===== src/rtl/sbinit_sb_msg_arbiter_if.sv =====
// Handshake bundle between the SBINIT TX/RX sub-FSMs, the message arbiter and the SB encoder.
// The master modport is the arbiter's view; slave is the surrounding environment.
interface sbinit_sb_msg_arbiter_if #(
   parameter int unsigned SB_MSG_WIDTH = 4
);
   logic                    i_SBINIT_en;
   logic                    i_valid_tx;
   logic [SB_MSG_WIDTH-1:0] i_encoded_SB_msg_tx;
   logic                    i_valid_rx;
   logic [SB_MSG_WIDTH-1:0] i_encoded_SB_msg_rx;
   logic                    i_SB_Busy;
   logic                    o_msg_valid;
   logic [SB_MSG_WIDTH-1:0] o_encoded_SB_msg;
   logic                    o_msg_src;
   logic                    o_tx_valid;
   logic                    o_falling_edge_busy;
   logic                    o_tx_done;
   logic                    o_rx_done;
   logic                    o_timeout;

   modport master (
      input  i_SBINIT_en, i_valid_tx, i_encoded_SB_msg_tx, i_valid_rx, i_encoded_SB_msg_rx,
      input  i_SB_Busy,
      output o_msg_valid, o_encoded_SB_msg, o_msg_src, o_tx_valid, o_falling_edge_busy,
      output o_tx_done, o_rx_done, o_timeout
   );

   modport slave (
      output i_SBINIT_en, i_valid_tx, i_encoded_SB_msg_tx, i_valid_rx, i_encoded_SB_msg_rx,
      output i_SB_Busy,
      input  o_msg_valid, o_encoded_SB_msg, o_msg_src, o_tx_valid, o_falling_edge_busy,
      input  o_tx_done, o_rx_done, o_timeout
   );
endinterface


===== src/rtl/sbinit_sb_msg_arbiter.sv =====
// Round-robin arbiter granting the SB encoder to the SBINIT TX or RX sub-FSM, holding the
// granted message until the SB has serialised it, with a watchdog on SB acceptance.
module sbinit_sb_msg_arbiter #(
   parameter int unsigned SB_MSG_WIDTH   = 4,
   parameter int unsigned TIMEOUT_CYCLES = 1024,
   parameter int unsigned CNT_WIDTH      = 11
) (
   input logic                     i_clk,
   input logic                     i_rst,
   sbinit_sb_msg_arbiter_if.master bus
);

   localparam logic [1:0] StIdle        = 2'd0;
   localparam logic [1:0] StIssue       = 2'd1;
   localparam logic [1:0] StWaitBusyLow = 2'd2;

   localparam logic [CNT_WIDTH-1:0] WdLast = CNT_WIDTH'(TIMEOUT_CYCLES - 1);

   logic [1:0]              state_q, state_d;
   logic [CNT_WIDTH-1:0]    wd_q, wd_d;
   logic [SB_MSG_WIDTH-1:0] msg_q, msg_d;
   logic                    valid_q, valid_d;
   logic                    src_q, src_d;
   logic                    last_q, last_d;
   logic                    guard_q, guard_d;
   logic                    busy_q;
   logic                    tx_done_q, tx_done_d;
   logic                    rx_done_q, rx_done_d;
   logic                    timeout_q, timeout_d;

   logic falling;
   logic req;
   logic grant_src;

   assign falling   = busy_q & ~bus.i_SB_Busy;
   assign req       = (bus.i_valid_tx | bus.i_valid_rx) & ~bus.i_SB_Busy & ~guard_q;
   // On a tie the source opposite the previous grant wins.
   assign grant_src = (bus.i_valid_tx & bus.i_valid_rx) ? ~last_q : bus.i_valid_rx;

   always_comb begin
      state_d   = state_q;
      wd_d      = wd_q;
      msg_d     = msg_q;
      valid_d   = valid_q;
      src_d     = src_q;
      last_d    = last_q;
      guard_d   = guard_q;
      tx_done_d = 1'b0;
      rx_done_d = 1'b0;
      timeout_d = 1'b0;
      if (!bus.i_SBINIT_en) begin
         state_d = StIdle;
         wd_d    = '0;
         msg_d   = '0;
         valid_d = 1'b0;
         src_d   = 1'b0;
         guard_d = 1'b0;
      end else begin
         unique case (state_q)
            StIdle: begin
               guard_d = 1'b0;
               if (req) begin
                  state_d = StIssue;
                  wd_d    = '0;
                  msg_d   = grant_src ? bus.i_encoded_SB_msg_rx : bus.i_encoded_SB_msg_tx;
                  valid_d = 1'b1;
                  src_d   = grant_src;
                  last_d  = grant_src;
               end else begin
                  msg_d = '0;
                  src_d = 1'b0;
               end
            end
            StIssue: begin
               wd_d = wd_q + CNT_WIDTH'(1);
               // Busy rising takes priority over a coincident watchdog expiry.
               if (bus.i_SB_Busy) begin
                  state_d = StWaitBusyLow;
                  valid_d = 1'b0;
               end else if (wd_q == WdLast) begin
                  state_d   = StIdle;
                  valid_d   = 1'b0;
                  timeout_d = 1'b1;
                  guard_d   = 1'b1;
               end
            end
            StWaitBusyLow: begin
               if (falling) begin
                  state_d   = StIdle;
                  tx_done_d = ~src_q;
                  rx_done_d = src_q;
                  guard_d   = 1'b1;
               end
            end
            default: begin
               state_d = StIdle;
               valid_d = 1'b0;
            end
         endcase
      end
   end

   always_ff @(posedge i_clk or posedge i_rst) begin
      if (i_rst) begin
         state_q   <= StIdle;
         wd_q      <= '0;
         msg_q     <= '0;
         valid_q   <= 1'b0;
         src_q     <= 1'b0;
         last_q    <= 1'b1;
         guard_q   <= 1'b0;
         busy_q    <= 1'b0;
         tx_done_q <= 1'b0;
         rx_done_q <= 1'b0;
         timeout_q <= 1'b0;
      end else begin
         state_q   <= state_d;
         wd_q      <= wd_d;
         msg_q     <= msg_d;
         valid_q   <= valid_d;
         src_q     <= src_d;
         last_q    <= last_d;
         guard_q   <= guard_d;
         busy_q    <= bus.i_SB_Busy;
         tx_done_q <= tx_done_d;
         rx_done_q <= rx_done_d;
         timeout_q <= timeout_d;
      end
   end

   assign bus.o_msg_valid         = valid_q;
   assign bus.o_encoded_SB_msg    = msg_q;
   assign bus.o_msg_src           = src_q;
   assign bus.o_tx_valid          = bus.i_valid_tx | ((state_q != StIdle) & ~src_q);
   assign bus.o_falling_edge_busy = falling;
   assign bus.o_tx_done           = tx_done_q;
   assign bus.o_rx_done           = rx_done_q;
   assign bus.o_timeout           = timeout_q;

endmodule


===== src/flat_wrapper.sv =====
// flat-port wrapper written by rule: the top's interface ports become plain ports
module sbinit_sb_msg_arbiter_flat 
#(
   parameter int unsigned SB_MSG_WIDTH   = 4,
   parameter int unsigned TIMEOUT_CYCLES = 1024,
   parameter int unsigned CNT_WIDTH      = 11
)
  (i_clk, i_rst, bus_i_SBINIT_en, bus_i_valid_tx, bus_i_encoded_SB_msg_tx, bus_i_valid_rx, bus_i_encoded_SB_msg_rx, bus_i_SB_Busy, bus_o_msg_valid, bus_o_encoded_SB_msg, bus_o_msg_src, bus_o_tx_valid, bus_o_falling_edge_busy, bus_o_tx_done, bus_o_rx_done, bus_o_timeout);
  sbinit_sb_msg_arbiter_if #(.SB_MSG_WIDTH(SB_MSG_WIDTH)) bus_i ();
  input logic i_clk;
  input logic i_rst;
  input wire logic [$bits(bus_i.i_SBINIT_en)-1:0] bus_i_SBINIT_en;
  input wire logic [$bits(bus_i.i_valid_tx)-1:0] bus_i_valid_tx;
  input wire logic [$bits(bus_i.i_encoded_SB_msg_tx)-1:0] bus_i_encoded_SB_msg_tx;
  input wire logic [$bits(bus_i.i_valid_rx)-1:0] bus_i_valid_rx;
  input wire logic [$bits(bus_i.i_encoded_SB_msg_rx)-1:0] bus_i_encoded_SB_msg_rx;
  input wire logic [$bits(bus_i.i_SB_Busy)-1:0] bus_i_SB_Busy;
  output wire logic [$bits(bus_i.o_msg_valid)-1:0] bus_o_msg_valid;
  output wire logic [$bits(bus_i.o_encoded_SB_msg)-1:0] bus_o_encoded_SB_msg;
  output wire logic [$bits(bus_i.o_msg_src)-1:0] bus_o_msg_src;
  output wire logic [$bits(bus_i.o_tx_valid)-1:0] bus_o_tx_valid;
  output wire logic [$bits(bus_i.o_falling_edge_busy)-1:0] bus_o_falling_edge_busy;
  output wire logic [$bits(bus_i.o_tx_done)-1:0] bus_o_tx_done;
  output wire logic [$bits(bus_i.o_rx_done)-1:0] bus_o_rx_done;
  output wire logic [$bits(bus_i.o_timeout)-1:0] bus_o_timeout;
  assign bus_i.i_SBINIT_en = bus_i_SBINIT_en;
  assign bus_i.i_valid_tx = bus_i_valid_tx;
  assign bus_i.i_encoded_SB_msg_tx = bus_i_encoded_SB_msg_tx;
  assign bus_i.i_valid_rx = bus_i_valid_rx;
  assign bus_i.i_encoded_SB_msg_rx = bus_i_encoded_SB_msg_rx;
  assign bus_i.i_SB_Busy = bus_i_SB_Busy;
  assign bus_o_msg_valid = bus_i.o_msg_valid;
  assign bus_o_encoded_SB_msg = bus_i.o_encoded_SB_msg;
  assign bus_o_msg_src = bus_i.o_msg_src;
  assign bus_o_tx_valid = bus_i.o_tx_valid;
  assign bus_o_falling_edge_busy = bus_i.o_falling_edge_busy;
  assign bus_o_tx_done = bus_i.o_tx_done;
  assign bus_o_rx_done = bus_i.o_rx_done;
  assign bus_o_timeout = bus_i.o_timeout;
  sbinit_sb_msg_arbiter #(.SB_MSG_WIDTH(SB_MSG_WIDTH), .TIMEOUT_CYCLES(TIMEOUT_CYCLES), .CNT_WIDTH(CNT_WIDTH)) u_core (.i_clk(i_clk), .i_rst(i_rst), .bus(bus_i));
endmodule

===== config.mk =====
export PLATFORM = sky130hd
export DESIGN_NAME = sbinit_sb_msg_arbiter_flat
export DESIGN_NICKNAME = d
export VERILOG_FILES = /design/src/rtl/sbinit_sb_msg_arbiter_if.sv /design/src/rtl/sbinit_sb_msg_arbiter.sv /design/src/flat_wrapper.sv
export SDC_FILE = /design/constraint.sdc
export NUM_CORES = 1
export LEC_CHECK = 0
export BUFFER_PORTS_ARGS = -buffer_cell sky130_fd_sc_hd__buf_2
export CAP_MARGIN = 5
export CORE_AREA = 2 2 60 62
export DETAILED_ROUTE_END_ITERATION = 8
export DIE_AREA = 0 0 62 64
export GPL_TIMING_DRIVEN = 0
export HOLD_SLACK_MARGIN = 0.02
export SLEW_MARGIN = 5
export SYNTH_ARGS = -nofsm -noshare
export SYNTH_HDL_FRONTEND = slang
export SYNTH_SLANG_ARGS = --single-unit

===== constraint.sdc =====
create_clock -name i_clk -period 2.6 [get_ports i_clk]
set_clock_uncertainty 0.1 [all_clocks]
set_input_delay 0.39 -clock i_clk [delete_from_list [all_inputs] [get_ports i_clk]]
set_output_delay 0.39 -clock i_clk [all_outputs]
set_load 0.005 [all_outputs]

# Word level (Yosys, flattened, before mapping)
# Index checks and enable logic that the tools add are counted.
dict set report classes {
  eq_ne 12
  n_reduce_logical 7
  add_sub_neg 1
  bitwise 11
  n_mux 37
}
# op n
set ops {}
lappend ops {{$mux 1} 22}
lappend ops {{$mux 11} 2}
lappend ops {{$pmux 11 s2} 1}
lappend ops {{$mux 4} 4}
lappend ops {{$add 11x1->11 const B} 1}
lappend ops {{$eq 11x10->1 const B} 1}
lappend ops {{$mux 2} 5}
lappend ops {{$reduce_and 3->1} 3}
lappend ops {{$ne 3x2->1 const B} 2}
lappend ops {{$ne 3x3->1 const B} 2}
lappend ops {{$pmux 1 s3} 2}
lappend ops {{$pmux 2 s3} 1}
lappend ops {{$and 1x1->1} 5}
lappend ops {{$ne 4x1->1 const B} 1}
lappend ops {{$ne 4x3->1 const B} 1}
lappend ops {{$not 1->1} 4}
lappend ops {{$reduce_and 4->1} 1}
lappend ops {{$ne 3x1->1 const B} 1}
lappend ops {{$eq 2x1->1 const B} 1}
lappend ops {{$eq 2x2->1 const B} 1}
lappend ops {{$logic_not 2->1} 1}
lappend ops {{$ne 2x1->1 const B} 1}
lappend ops {{$ne 2x2->1 const B} 1}
lappend ops {{$or 1x1->1} 2}
lappend ops {{other kinds (2)} 2}
dict set report word_totals {
  inputBits 14
  out_inout_bits 11
  wordCells 79
  regBits 25
}

# Longest topological paths before layout
dict set report logic_depth {
  depth_word 6
  depth_mapped 8
  ltp_nobuf 6
}

# Worst setup path after synthesis
# OpenSTA, ideal clock, no wires.
dict set report synth_path {
  kind {register -> register}
  from {register u_core.state_q[1]}
  to {register u_core.wd_q[7]}
  setup_ns 0.078
  path_slack_ns 0.685
  t_arrival_ns 1.737
  path_stages_with_launch 8
  n_path_buf 1
  synth_period_minus_slack_ns 1.915
  path_cell_list {dfrtp_1 inv_1 ha_1 nor2b_1 clkbuf_1 a21o_1 or4_1 a21oi_1}
}
dict set report synth_via {
  elab_chain_cells 3
}
# item line_no
set synth_lines {}
lappend synth_lines {{start, declared} sbinit_sb_msg_arbiter.sv:19} ;# logic [1:0] state_q, state_d;
lappend synth_lines {{start signal, assigned} sbinit_sb_msg_arbiter.sv:105} ;# state_q <= StIdle;
lappend synth_lines {{start signal, assigned} sbinit_sb_msg_arbiter.sv:117} ;# state_q <= state_d;
lappend synth_lines {{$eq 2x1->1 / $logic_not 2->1 (equally long branches)} sbinit_sb_msg_arbiter.sv:59} ;# unique case (state_q)
lappend synth_lines {{$pmux 11 s2 (tied with other cells)} sbinit_sb_msg_arbiter.sv:59}
lappend synth_lines {{$mux 11 / $reduce_and 2->1 (equally long branches)} -}
lappend synth_lines {{end signal, assigned} sbinit_sb_msg_arbiter.sv:118} ;# wd_q <= wd_d;
lappend synth_lines {{end, declared} sbinit_sb_msg_arbiter.sv:20} ;# logic [CNT_WIDTH-1:0] wd_q, wd_d;
# Several ways; a longest one is shown, not always the timed one.
# A chain may end at the register's enable or synchronous reset.

# Worst setup path after layout
# Ends and elaborated chain as after synthesis.

==> metrics.md <==
| Metric | Value |
|---|---|
| Critical Path AT | 2.36 ns |
| # diodes | 0 |
| Post-Syn Area | 0.00141 mm^2 |
| Proportion of layout cells with a drive suffix above 1 | 18.6% |
| Type of the most critical hold path | input port to asynchronous set/reset pin |
| Sum Neg Setup Slack | 0 ns |
| Resized cells post-CTS | 0 |
| Number of placement rows | 21 |
| Final hold viol count | 0 |
| Critical Path Source Type | register |
| Global route total overflow | 0 |
| Timing-limited maximum frequency | 454 MHz |
| Initial antenna violation count | 0 |
| I/O pin cnt | 25 |
| Htree depth | 1 |
| DP HPWL | 2360 um |
| Number of pins exceeding their max-slew limit in the final report | 0 |
| Total wire length after detailed routing | ~3000 um |
| Antenna-violating nets left | 0 |
| Final weighted congestion in routability-driven placement | approximately 0.77 |
| Power per standard cell area | 677 mW/mm^2 |
| Via count | 1,197 |
| Number of buffers inserted during clock tree synthesis | 3 |
| Register area share after synthesis | roughly 44% |
| Clk sinks | 25 |
| Reg2Reg Launch Point | u_core.state_q[1]$_DFFE_PP0P_ |
| Critical path type | register to register |
| Largest buffer count on any clock path | 2 |
| Number of vias per cell | 5.37 |
| Root buffer selected by CTS | clkbuf_4 |
| Unique cell type count in the Yosys netlist | 40 |
| Mean Syn Cell Area | 9.48 um^2 |
| Max cap viols | 0 |
| Area delta synth->final | 14.7% |
| Post-DR wirelength/cell | about 14 um |
| Dominant register cell in the synthesized netlist | dfrtp_1 |
| Pin count of the biggest net entering global routing | 26 |
| Global-route wire length before repair | 5280 um |
| EDFF count, synth | 0 |
| Tightest Pin Transition | 0.946 ns |
| Max FFs per register | 11 |
| Largest register by flop count | u_core.wd_q |
| Number of setup violations in the final report | 0 |
| Data required, critical path | around 2.8 ns |
| Post-synthesis cell count | roughly 150 |
| Most common cell after layout, fill and taps aside | buf_2 |
| Endpoint type of the worst setup path | register |
| Total die area | 0.00397 mm^2 |
| Count of placed standard cells including taps | about 220 |
| FFs w/ async S/R, synth | 100% |
| Commonest non-fill, non-tap cells in the layout | buf_2 (25), dfrtp_1 (24), nand2_1 (20), o21ai_0 (10), inv_1 (9) |
| Largest fanout on the critical path | 8 |
| Pleak | 0.761 nW |
| Result of the run | finished, final reports clean |
| Ratio of final minimum period to clock period | 84.7% |
| Overall Global Routing Usage | between 10% and 20% |
| Skew-Pair Late Insertion Delay | between 0.3 and 0.4 ns |
| Count of input and output buffers | 24 |
| Detailed-router iteration count before antenna repair | 4 |
| Die W | 62 um |
| FILL cells | between 300 and 400 |
| Core outline area | between 0.003 and 0.004 mm^2 |
| Highest ir drop seen on vdd | about 290 uV |
| Number of standard cells in the layout, taps in and fillers out | 223 |
| Residual DRC | 0 |
| Cts-stage hold buffer count | 0 |
| Total nets after synthesis | approximately 170 |
| Time the worst path needs with I/O delays and setup | 2.20 ns |
| Initial standard-cell utilization of the core | about 43% |
| Unrepaired setup endpoints after global routing | no |
| Die boundary height | 64 um |
| Count of warnings emitted by yosys | 0 |
| Register clock-pin slew on the reported worst setup and hold paths | 0.14 ns |
| Number of global-route vias before repair | 1,227 |
| Critical path launch point | u_core.state_q[1]$_DFFE_PP0P_ |
| Post-CTS setup buffer count | 0 |
| Worst slew slack as a fraction of its limit | 36.9% |
| Drt initial violations | 64 |
| Final layout net count | 197 |
| Number of synthesized register bits | 25 |
| TritonCTS clock tree | built |
-- report_power, final --
part	internal (W)	switching [W]
clock	0.0000590	0.000124
sequential	0.000448	0.0000358
combinational	0.000177	0.000255
total	0.000683	0.000414
-- cell usage after synthesis, types with 4 or more instances --
| cell | instances | area [um^2] |
|---|---|---|
| o21ai_0 | 10 | 50.1 |
| nand3_1 | 5 | 25.0 |
| dfrtp_1 | 24 | 601 |
| or4_1 | 4 | 30.0 |
| a22o_1 | 4 | 35.0 |
| a21oi_1 | 7 | 35.0 |
| ha_1 | 5 | 62.6 |
| o31ai_1 | 6 | 45.0 |
| inv_1 | 9 | 33.8 |
| nand2_1 | 20 | 75.1 |
| nor2_1 | 5 | 18.8 |
| mux2i_1 | 8 | 80.1 |
| clkbuf_1 | 4 | 15.0 |
-- cell families (layout without fill, tap and decap cells) --
group	Yosys count	in the layout	share of synthesized area (%)
AO/OA/AOI/OAI	40	40	19.4
multiplexers	9	9	6.47
adder cells (fa/ha/maj)	5	5	4.43
AND/OR/NAND/NOR	55	55	20.7
flip-flops	25	25	44.4
buffers and inverters	15	43	4.60
-- metrics by stage --
stage / setup WS, ns / cell area, um^2 / power [W] / hold slack, ns / utilization, %
2_1_floorplan: 0.685 / 1410 / 0.000802 / 0.317 / -
3_3_place_gp: 0.461 / 1590 / 0.000912 / 0.360 / 48.4
3_5_place_dp: 0.430 / 1590 / 0.000926 / 0.375 / 48.4
4_1_cts: 0.377 / 1620 / 0.00111 / 0.142 / 49.3
5_1_grt: 0.204 / 1620 / 0.00120 / 0.135 / 49.3
6_report: 0.398 / 1620 / 0.00110 / 0.140 / 49.3
-- path summary, 6_finish.rpt --
path / endpoint / slack (ns) / cells after the start
min in group i_clk: u_core.busy_q$_DFF_PP0_ / 0.15 / 1
worst max-delay path: u_core.wd_q[7]$_DFFE_PP0P_ / 0.40 / 7
max in group asynchronous: u_core.wd_q[9]$_DFFE_PP0P_ / 1.68 / 2
worst min register to register: u_core.last_q$_DFFE_PP1P_ / 0.40 / 2
worst max register to register: u_core.wd_q[7]$_DFFE_PP0P_ / 0.40 / 7
worst min-delay path: u_core.bus.o_msg_src$_DFFE_PP0P_ / 0.14 / 2
-- final cells by class --
class	instances	area, um^2	area share [%]
clock buffers	3	22.5	1.39
clock inverters	1	7.51	0.463
plain buffers	6	31.3	1.93
flip-flops and latches	25	627	38.7
well taps	46	57.6	3.55
repair buffers	24	120	7.41
inverters	9	33.8	2.08
multi-input cells	109	721	44.5
-- worst max-delay path: stages, from the launching register on --
cell	delay, ns
dfrtp_1	0.41
inv_1	0.14
ha_1	0.31
nor2b_1	0.07
clkbuf_1	0.20
a21o_1	0.28
or4_1	0.47
a21oi_1	0.15
-- per-layer routing --
metal | GRT usage (%) | routed length, um
met3 | 3.04 | 64
met4 | 5.59 | 51
met2 | 28.1 | 1450
met5 | 0 | 0
met1 | 23.2 | 1460
Power figures use the tool's default switching activity.
